`src/rtl/sound_ch2_ctrl.sv`:
```
// Channel-2 control: NR21-NR24 register bank, trigger decode, 512 Hz frame
// sequencer strobes, 64-step length counter and channel-active status.
module sound_ch2_ctrl (
  input  logic       iClock,
  input  logic       iReset,
  input  logic       iMasterEn,
  input  logic       iTick512,
  input  logic       iWe,
  input  logic [1:0] iAddr,
  input  logic [7:0] iData,
  output logic [7:0] oNR21,
  output logic [7:0] oNR22,
  output logic [7:0] oNR23,
  output logic [7:0] oNR24,
  output logic       oTrigger,
  output logic       oLenTick,
  output logic       oEnvTick,
  output logic       oActive,
  output logic [6:0] oLenCount
);

  localparam logic [1:0] ADDR_NR21 = 2'd0;
  localparam logic [1:0] ADDR_NR22 = 2'd1;
  localparam logic [1:0] ADDR_NR23 = 2'd2;
  localparam logic [1:0] ADDR_NR24 = 2'd3;
  localparam logic [6:0] LEN_FULL  = 7'd64;

  logic [2:0] step_q, step_d;
  logic [7:0] nr21_q, nr21_d;
  logic [7:0] nr22_q, nr22_d;
  logic [7:0] nr23_q, nr23_d;
  logic [7:0] nr24_q, nr24_d;
  logic       trig_q, trig_d;
  logic       len_tick_q, len_tick_d;
  logic       env_tick_q, env_tick_d;
  logic       active_q, active_d;
  logic [6:0] len_q, len_d;
  logic       wr_len, wr_trig;

  assign wr_len  = iWe && (iAddr == ADDR_NR21);
  assign wr_trig = iWe && (iAddr == ADDR_NR24) && iData[7];

  always_comb begin
    step_d     = step_q;
    nr21_d     = nr21_q;
    nr22_d     = nr22_q;
    nr23_d     = nr23_q;
    nr24_d     = nr24_q;
    trig_d     = 1'b0;
    len_tick_d = 1'b0;
    env_tick_d = 1'b0;
    active_d   = active_q;
    len_d      = len_q;

    if (!iMasterEn) begin
      step_d   = 3'd0;
      nr21_d   = 8'd0;
      nr22_d   = 8'd0;
      nr23_d   = 8'd0;
      nr24_d   = 8'd0;
      active_d = 1'b0;
      len_d    = 7'd0;
    end else begin
      if (iTick512) begin
        len_tick_d = ~step_q[0];
        env_tick_d = (step_q == 3'd7);
        step_d     = step_q + 3'd1;
      end

      // A length load or trigger in the same cycle suppresses the decrement.
      if (len_tick_q && nr24_q[6] && (len_q != 7'd0) && !wr_len && !wr_trig) begin
        len_d = len_q - 7'd1;
        if (len_q == 7'd1) active_d = 1'b0;
      end

      if (iWe) begin
        case (iAddr)
          ADDR_NR21: begin
            nr21_d = iData;
            len_d  = LEN_FULL - {1'b0, iData[5:0]};
          end
          ADDR_NR22: begin
            nr22_d = iData;
            if (iData[7:3] == 5'd0) active_d = 1'b0;
          end
          ADDR_NR23: nr23_d = iData;
          ADDR_NR24: begin
            nr24_d = {1'b0, iData[6:0]};
            if (iData[7]) begin
              trig_d   = 1'b1;
              active_d = (nr22_q[7:3] != 5'd0);
              if (len_q == 7'd0) len_d = LEN_FULL;
            end
          end
          default: ;
        endcase
      end
    end
  end

  always_ff @(posedge iClock or posedge iReset) begin
    if (iReset) begin
      step_q     <= 3'd0;
      nr21_q     <= 8'd0;
      nr22_q     <= 8'd0;
      nr23_q     <= 8'd0;
      nr24_q     <= 8'd0;
      trig_q     <= 1'b0;
      len_tick_q <= 1'b0;
      env_tick_q <= 1'b0;
      active_q   <= 1'b0;
      len_q      <= 7'd0;
    end else begin
      step_q     <= step_d;
      nr21_q     <= nr21_d;
      nr22_q     <= nr22_d;
      nr23_q     <= nr23_d;
      nr24_q     <= nr24_d;
      trig_q     <= trig_d;
      len_tick_q <= len_tick_d;
      env_tick_q <= env_tick_d;
      active_q   <= active_d;
      len_q      <= len_d;
    end
  end

  assign oNR21     = nr21_q;
  assign oNR22     = nr22_q;
  assign oNR23     = nr23_q;
  assign oNR24     = nr24_q;
  assign oTrigger  = trig_q;
  assign oLenTick  = len_tick_q;
  assign oEnvTick  = env_tick_q;
  assign oActive   = active_q;
  assign oLenCount = len_q;

endmodule

```
`config.mk`:
```
export PLATFORM = sky130hd
export DESIGN_NAME = sound_ch2_ctrl
export DESIGN_NICKNAME = d
export VERILOG_FILES = /design/src/rtl/sound_ch2_ctrl.sv
export SDC_FILE = /design/constraint.sdc
export NUM_CORES = 1
export LEC_CHECK = 0
export BUFFER_PORTS_ARGS = -buffer_cell sky130_fd_sc_hd__buf_2
export CAP_MARGIN = 0
export CORE_ASPECT_RATIO = 2
export CORE_MARGIN = 8
export CORE_UTILIZATION = 45
export CTS_CLUSTER_DIAMETER = 50
export DETAILED_ROUTE_END_ITERATION = 10
export HOLD_SLACK_MARGIN = 0.06
export PLACE_DENSITY = 0.69
export SETUP_SLACK_MARGIN = 0.5
export SYNTH_ARGS = -nofsm -noshare
export SYNTH_HDL_FRONTEND = slang
export SYNTH_SLANG_ARGS = --single-unit
export TNS_END_PERCENT = 5
```
`constraint.sdc`:
```
create_clock -name iClock -period 2.1 [get_ports iClock]
set_input_delay 0.21 -clock iClock [delete_from_list [all_inputs] [get_ports iClock]]
set_output_delay 0.21 -clock iClock [all_outputs]
set_load 0.01 [all_outputs]
```
==> impl_metrics.env, run 1 <==
export IMPL_vias=1976
export IMPL_synth_simple_gate_area_share_pct=21.52
export IMPL_fin_worst_skew_ps=4.365
export IMPL_grtUsageTotal_pct=16.41
export IMPL_syn_num_nets=271
export IMPL_p_seq_share_pct=52.0
export IMPL_stdcell_count=366
export IMPL_synth_area_leader_cell="dfrtp_1"
export IMPL_grt_pass1_wl_microns=10010
export IMPL_antenna_found_initial=0
export IMPL_cp_arrival_ps=2000
export IMPL_p_int_uw=1263
export IMPL_holdPathEnd="oLenTick$_DFF_PP0_"
export IMPL_avgSynthCellArea_sq_um=9.643
export IMPL_rows=37
export IMPL_area_delta_synth_final_pct=20.41
export IMPL_crit_fanout=5
export IMPL_drive_above_1_share_pct=27.60
export IMPL_wl_per_cell_microns=16.64
export IMPL_hold_path_depth=3
export IMPL_fin_setup_tns_ps=0
export IMPL_cp_cell_sequence="or4_4 > or2_4 > nand2_4 > mux2_4 > o22ai_2"
export IMPL_reg2reg_depth=5
export IMPL_viasPerCell=5.399
export IMPL_antenna_left=0
export IMPL_p_switching_uw=489.3
export IMPL_maxCapViolCount=0
export IMPL_synth_top_family_by_area="simple AND/OR/NAND/NOR gates"
export IMPL_start_util_pct=46.17
export IMPL_drc=0
export IMPL_synth_xor_area_share_pct=3.323
export IMPL_grt_max_degree=46
export IMPL_cts_made_buffers=5
export IMPL_hpwl_microns=4558
export IMPL_critPathRequiredTime_ps=2330
export IMPL_endpoint_kind="flop"
export IMPL_timing_rr_start="oLenCount[4]$_DFF_PP0_"
export IMPL_worstMarginPinSlew_ps=580.7
export IMPL_die_h_microns=118.7
export IMPL_power_share_clock_pct=32.7
export IMPL_nFillCells=506
export IMPL_rsz0062_at_grt="yes"
export IMPL_grt_pass1_vias=2000
export IMPL_period_needed_ps=1766
export IMPL_muxShareOfSynthArea_pct=1.899
export IMPL_place_congestion=0.8459
export IMPL_pin_count=58
export IMPL_hold_ws_ps=181.0
export IMPL_ys_seq_area_share_pct=47.47
export IMPL_comb_power_share_pct=15.3
export IMPL_reg2reg_slack_ps=330
export IMPL_syn_inst=246
export IMPL_hp_start="iTick512"
export IMPL_clkSinkCount=45
export IMPL_drt_initial_drc_count=81
export IMPL_synth_cell_types=41
export IMPL_setup_violations=0
export IMPL_layout_common_cells="buf_2 (56), nand2_1 (50), dfrtp_1 (45), a21boi_0 (31), nand3_1 (26)"
export IMPL_crit_path_top_delay_cell="or4_4"
export IMPL_fin_nets=332
export IMPL_maxSlewHeadroom_pct=61.28
export IMPL_crit_type="reg2reg"
export IMPL_max_clock_freq_mhz=566.3
export IMPL_finalWirelength_microns=6091
export IMPL_diodes=0
export IMPL_drtPass1Iterations=4
export IMPL_h_tree_depth=2
export IMPL_vdd_drop_max_mv=0.6404
export IMPL_dp_cells=353
export IMPL_clk_latency_ps=310
export IMPL_clockBufferDepth=2
export IMPL_cp_start_kind="flop"
export IMPL_finish_utilization_pct=55.59
export IMPL_cts_tree="yes"
export IMPL_multi_input_area_sq_um=1151
export IMPL_report_final_slew_viol_count=0
export IMPL_portBuffers=56
export IMPL_synth_top_area_share_pct=47.47
export IMPL_clk_pin_slew_ps=80
export IMPL_status="finished clean"
export IMPL_sw_frac_of_total_pct=27.92
export IMPL_min_path_type="in2reg"
export IMPL_overflow=0
export IMPL_synthTopCellsByArea="dfrtp_1 (47%), a21boi_0 (9.8%), nand2_1 (7.9%)"
export IMPL_die_width_microns=67.34
export IMPL_die_area_sq_um=7992
export IMPL_r2r_end="oLenCount[1]$_DFF_PP0_"
export IMPL_ff_latch_area_sq_um=1126
export IMPL_yosys_register_bits=45
export IMPL_synth_compound_area_share_pct=16.14
export IMPL_p_leak_uw=0.001431
export IMPL_post_route_period_util_pct=84.09
export IMPL_synth_adder_area_share_pct=5.274
export IMPL_final_common_cell="buf_2"
export IMPL_synth_cell_area_sq_um=2372
export IMPL_core_area_sq_um=5139
export IMPL_power_density_nw_per_um2=613.6
export IMPL_cpPeakStageDelay_ps=550
export IMPL_cts_root_buf="clkbuf_8"
export IMPL_yosysWarnings=0
export IMPL_hold_viol=0
worst max path at each step:
stage,startpoint,end,slack [ps],depth (start not counted)
final,oLenCount[4]$_DFF_PP0_,oLenCount[1]$_DFF_PP0_,330,5
after global routing,oLenCount[4]$_DFF_PP0_,oLenCount[1]$_DFF_PP0_,270,5
after floorplan,oLenCount[4]$_DFF_PP0_,oLenCount[1]$_DFF_PP0_,320,5
after global placement,iAddr[0],oLenCount[1]$_DFF_PP0_,290,9
after CTS,oLenCount[2]$_DFF_PP0_,oLenCount[1]$_DFF_PP0_,330,5
after detailed placement,iAddr[0],oLenCount[1]$_DFF_PP0_,230,9
synthesized netlist by cell type, drive strengths merged:
cell and n:
o31a 1, nor4b 1, conb 1, dfrtp 45, nor2b 3, nand2 51
nor3 2, ha 10, clkbuf 9, nand4 1, buf 6, a21boi 31
nand2b 3, o22ai 7, nor2 9, xnor2 2, a311oi 1, and2 2
and3 1, nor4 2, or3 2, o221a 1, mux2 1, inv 8
xor2 7, o21ai 2, nand3 26, or2 1, nand4b 1, or4b 1
o221ai 1, a32oi 1, a22o 1, or4 2, mux2i 3
state kept, by name, indices dropped and copies added (netlist names):
name / cells
oActive: 1
oEnvTick: 1
oLenCount: 7
oLenTick: 1
oNR21: 8
oNR22: 8
oNR23: 8
oNR24: 7
oTrigger: 1
step_q: 3
cells by family (layout without fill, tap and decap cells):
family	after synthesis	count (layout)
xor gates and xnor gates	9	9
adders and majority gates	10	10
and+or+nand+nor	108	108
DFF	45	45
AOI/OAI and AO/OA	46	46
muxes	4	4
buffers and inverters	23	85
other	1	1
per-layer routing:
metal  global-route usage, %  routed length, microns  share of wire, %  vias to the layer above
li1                        -                       -                 -                      958
met1                   17.91                    2324                38                      943
met2                   26.67                    3183                52                       59
met3                   4.447                     338               5.5                       16
met4                   10.28                     245               4.0                        0
met5                       0                       0                 0                        -
timing repair:
action	in CTS	in global routing
buffers inserted	4	0
gates cloned	0	0
setup endpoints to repair	7	8
hold buffers	1	0
endpoints found under the hold margin	34	0
pin swaps	3	2
gates resized for setup	0	1
metrics by stage:
step / power (uW) / cell area [sq um] / setup slack [ps]
6_report: 1753 / 2856 / 334.1
5_1_grt: 1850 / 2856 / 271.8
4_1_cts: 1775 / 2856 / 331.7
3_5_place_dp: 1194 / 2720 / 229.0
3_3_place_gp: 1190 / 2720 / 290.3
2_1_floorplan: 1096 / 2377 / 320.6
power groups by stage:
stage | registers (uW) | clock network [uW] | logic, uW
3_3_place_gp | 930 | 0 | 260
5_1_grt | 916 | 634 | 299
2_1_floorplan | 940 | 0 | 156
6_report | 912 | 572 | 268
3_5_place_dp | 931 | 0 | 263
4_1_cts | 912 | 591 | 272
cell type report:
class,instances,share of cell area (%)
inverters,8,1.051
well taps,58,2.541
flip-flops and latches,45,39.42
repair buffers,69,13.32
multi-input cells,178,40.30
clock buffers,6,2.891
clock inverters,2,0.4818
worst max-delay path: cells and delay by family (launching register included):
family | cells | cell delay [ps]
compound gates | 1 | 80
flops | 1 | 390
mux | 1 | 300
simple gates | 3 | 920
Power figures use the tool's default switching activity.
==> run 2, diff against run 1 <==
--- a/config.mk
+++ b/config.mk
@@ -5,6 +5,7 @@
 export SDC_FILE = /design/constraint.sdc
 export NUM_CORES = 1
 export LEC_CHECK = 0
+export ABC_AREA = 1
 export BUFFER_PORTS_ARGS = -buffer_cell sky130_fd_sc_hd__buf_2
 export CAP_MARGIN = 0
 export CORE_ASPECT_RATIO = 2
@@ -13,7 +14,7 @@
 export CTS_CLUSTER_DIAMETER = 50
 export DETAILED_ROUTE_END_ITERATION = 10
 export HOLD_SLACK_MARGIN = 0.06
-export PLACE_DENSITY = 0.69
+export PLACE_DENSITY = 0.72
 export SETUP_SLACK_MARGIN = 0.5
 export SYNTH_ARGS = -nofsm -noshare
 export SYNTH_HDL_FRONTEND = slang
==> constraint.sdc (replaced) <==
create_clock -name iClock -period 1.4 [get_ports iClock]
set_input_delay 0.14 -clock iClock [delete_from_list [all_inputs] [get_ports iClock]]
set_output_delay 0.14 -clock iClock [all_outputs]
set_load 0.01 [all_outputs]
==> impl_metrics.env, run 2 <==
export IMPL_hpwl_microns=4468
export IMPL_pin_count=58
export IMPL_hold_viol=0
export IMPL_grtUsageTotal_pct=15.70
export IMPL_portBuffers=56
export IMPL_layout_setup_ws_ps=25.46
export IMPL_rows=37
export IMPL_endpoint_kind="flop"
export IMPL_yosysWarnings=0
export IMPL_area_delta_synth_final_pct=30.02
export IMPL_maxCapViolCount=0
export IMPL_grt_pass1_wl_microns=9942
export IMPL_wl_per_cell_microns=15.07
export IMPL_fin_worst_skew_ps=12.60
export IMPL_p_leak_uw=0.001590
export IMPL_synth_cell_area_sq_um=2326
export IMPL_setup_violations=0
export IMPL_clk_latency_ps=310
export IMPL_cp_arrival_ps=1570
export IMPL_report_final_slew_viol_count=0
export IMPL_stdcell_count=391
export IMPL_dp_cells=377
export IMPL_async_reset_ff_share_pct=100.0
export IMPL_antenna_left=0
export IMPL_synth_cell_types=36
export IMPL_yosys_register_bits=45
export IMPL_drt_initial_drc_count=111
export IMPL_yosysMostFrequentCell="dfrtp_1"
export IMPL_die_area_sq_um=7865
export IMPL_place_congestion=0.8484
export IMPL_synth_edff_count=0
export IMPL_vdd_drop_max_mv=1.033
export IMPL_min_path_type="in2reg"
export IMPL_start_util_pct=46.09
export IMPL_overflow=0
export IMPL_crit_fanout=5
export IMPL_rsz0062_at_grt="yes"
export IMPL_viasPerCell=5.322
export IMPL_place_ws_ps=24.70
export IMPL_layout_common_cells="buf_2 (52), dfrtp_1 (43), nand2_1 (40), nand3_1 (37), o21ai_0 (33)"
export IMPL_synth_commonest_cells="dfrtp_1 (45), nand2_1 (43), nand3_1 (39)"
export IMPL_fin_setup_tns_ps=0
export IMPL_clkSinkCount=45
export IMPL_grt_max_degree=46
export IMPL_cts_root_buf="clkbuf_8"
export IMPL_synthFlopType="dfrtp_1"
export IMPL_avgSynthCellArea_sq_um=8.946
export IMPL_status="finished clean"
export IMPL_diodes=0
export IMPL_drtPass1Iterations=4
export IMPL_clk_pin_slew_ps=90
export IMPL_grt_pass1_vias=2161
export IMPL_fin_nets=357
export IMPL_critPathRequiredTime_ps=1600
export IMPL_synth_area_leader_cell="dfrtp_1"
export IMPL_crit_type="reg2reg"
export IMPL_vias=2081
export IMPL_die_h_microns=117.7
export IMPL_cp_start_kind="flop"
export IMPL_synth_top_area_share_pct=48.41
export IMPL_ys_seq_area_share_pct=48.41
export IMPL_h_tree_depth=2
export IMPL_syn_inst=260
export IMPL_power_density_nw_per_um2=945.1
export IMPL_clockBufferDepth=2
export IMPL_cts_made_buffers=5
export IMPL_period_needed_ps=1375
export IMPL_drive_above_1_share_pct=36.04
export IMPL_cts_tree="yes"
export IMPL_antenna_found_initial=0
export IMPL_drc=0
export IMPL_max_clock_freq_mhz=727.5
export IMPL_synthTopCellsByArea="dfrtp_1 (48%), nand3_1 (8.4%), o21ai_0 (7.5%)"
export IMPL_post_route_period_util_pct=98.18
export IMPL_die_width_microns=66.84
export IMPL_core_area_sq_um=5046
export IMPL_finalWirelength_microns=5891
export IMPL_final_common_cell="buf_2"
export IMPL_syn_num_nets=285
## run 2: cell type report
| class | instances | area [sq um] |
|---|---|---|
| fillers | 458 | 2022 |
| multi-input cells | 179 | 1136 |
| flip-flops and latches | 45 | 1129 |
| repair buffers | 75 | 470.5 |
| inverters | 26 | 97.59 |
| well taps | 58 | 72.57 |
| clock buffers | 5 | 68.82 |
| clock inverters | 3 | 50.05 |
## run 2: cells by family (layout without fill, tap and decap cells)
family	after synthesis	in the layout	share of synthesized area, %
simple gates	114	114	25.34
buf+inv	36	109	6.079
fa+ha+maj	10	10	5.379
mux	1	1	0.4304
flops	45	45	48.41
xor+xnor	4	4	1.506
compound gates	49	49	12.69
other cells	1	1	0.1612
## run 2: what timing repair did
action,in CTS,in global routing
resized for setup,1,19
hold buffers,1,0
buffers inserted,3,2
setup endpoints to repair,53,63
hold endpoints to repair,45,0
pin swaps,0,5
## run 2: path summary, 6_finish.rpt
| check | start | to | slack (ps) | cells after the start |
|---|---|---|---|---|
| worst max-delay path | oLenCount[3]$_DFF_PP0_ | oLenCount[6]$_DFF_PP0_ | 30 | 9 |
| worst min-delay path | iTick512 | step_q[1]$_DFFE_PP0P_ | 130 | 3 |
| worst max register to register | oLenCount[3]$_DFF_PP0_ | oLenCount[6]$_DFF_PP0_ | 30 | 9 |
| worst min register to register | oNR21[6]$_DFFE_PP0P_ | oNR21[6]$_DFFE_PP0P_ | 520 | 2 |
| max in group asynchronous | iReset | oLenCount[2]$_DFF_PP0_ | 760 | 4 |
| min in group asynchronous | iReset | oNR21[4]$_DFFE_PP0P_ | 390 | 4 |
## run 2: metrics by stage
stage	total power (uW)	hold WS, ps	instance area [sq um]	util [%]
5_1_grt	2994	126.1	3024	59.93
4_1_cts	2849	137.8	2929	58.05
2_1_floorplan	1658	290.1	2356	-
3_5_place_dp	1816	201.1	2775	55.00
3_3_place_gp	1806	192.0	2775	55.00
6_report	2858	131.9	3024	59.93
## run 2: worst max-delay path: stages, from the launching register on
cell,delay (ps)
dfrtp_2,450
nor2_4,150
buf_4,150
nand4_1,120
nand2_2,110
nand2_1,60
nand2_2,80
nand2_1,50
nand2_1,60
a21oi_2,50
## run 2: power breakdown
group          internal (uW)  switching (uW)  total (uW)
logic                    171             273         444
clock network            547             491        1040
registers               1340            33.4        1380
total                   2060             797        2860
## run 2: metal layers
metal  global-route usage [%]  vias to the layer above  routed length [microns]
met5                        0                        -                        0
met4                    4.441                        0                       69
met3                    4.099                        5                      424
met2                    24.74                       66                     2846
met1                    20.19                     1000                     2550
li1                         -                     1010                        -
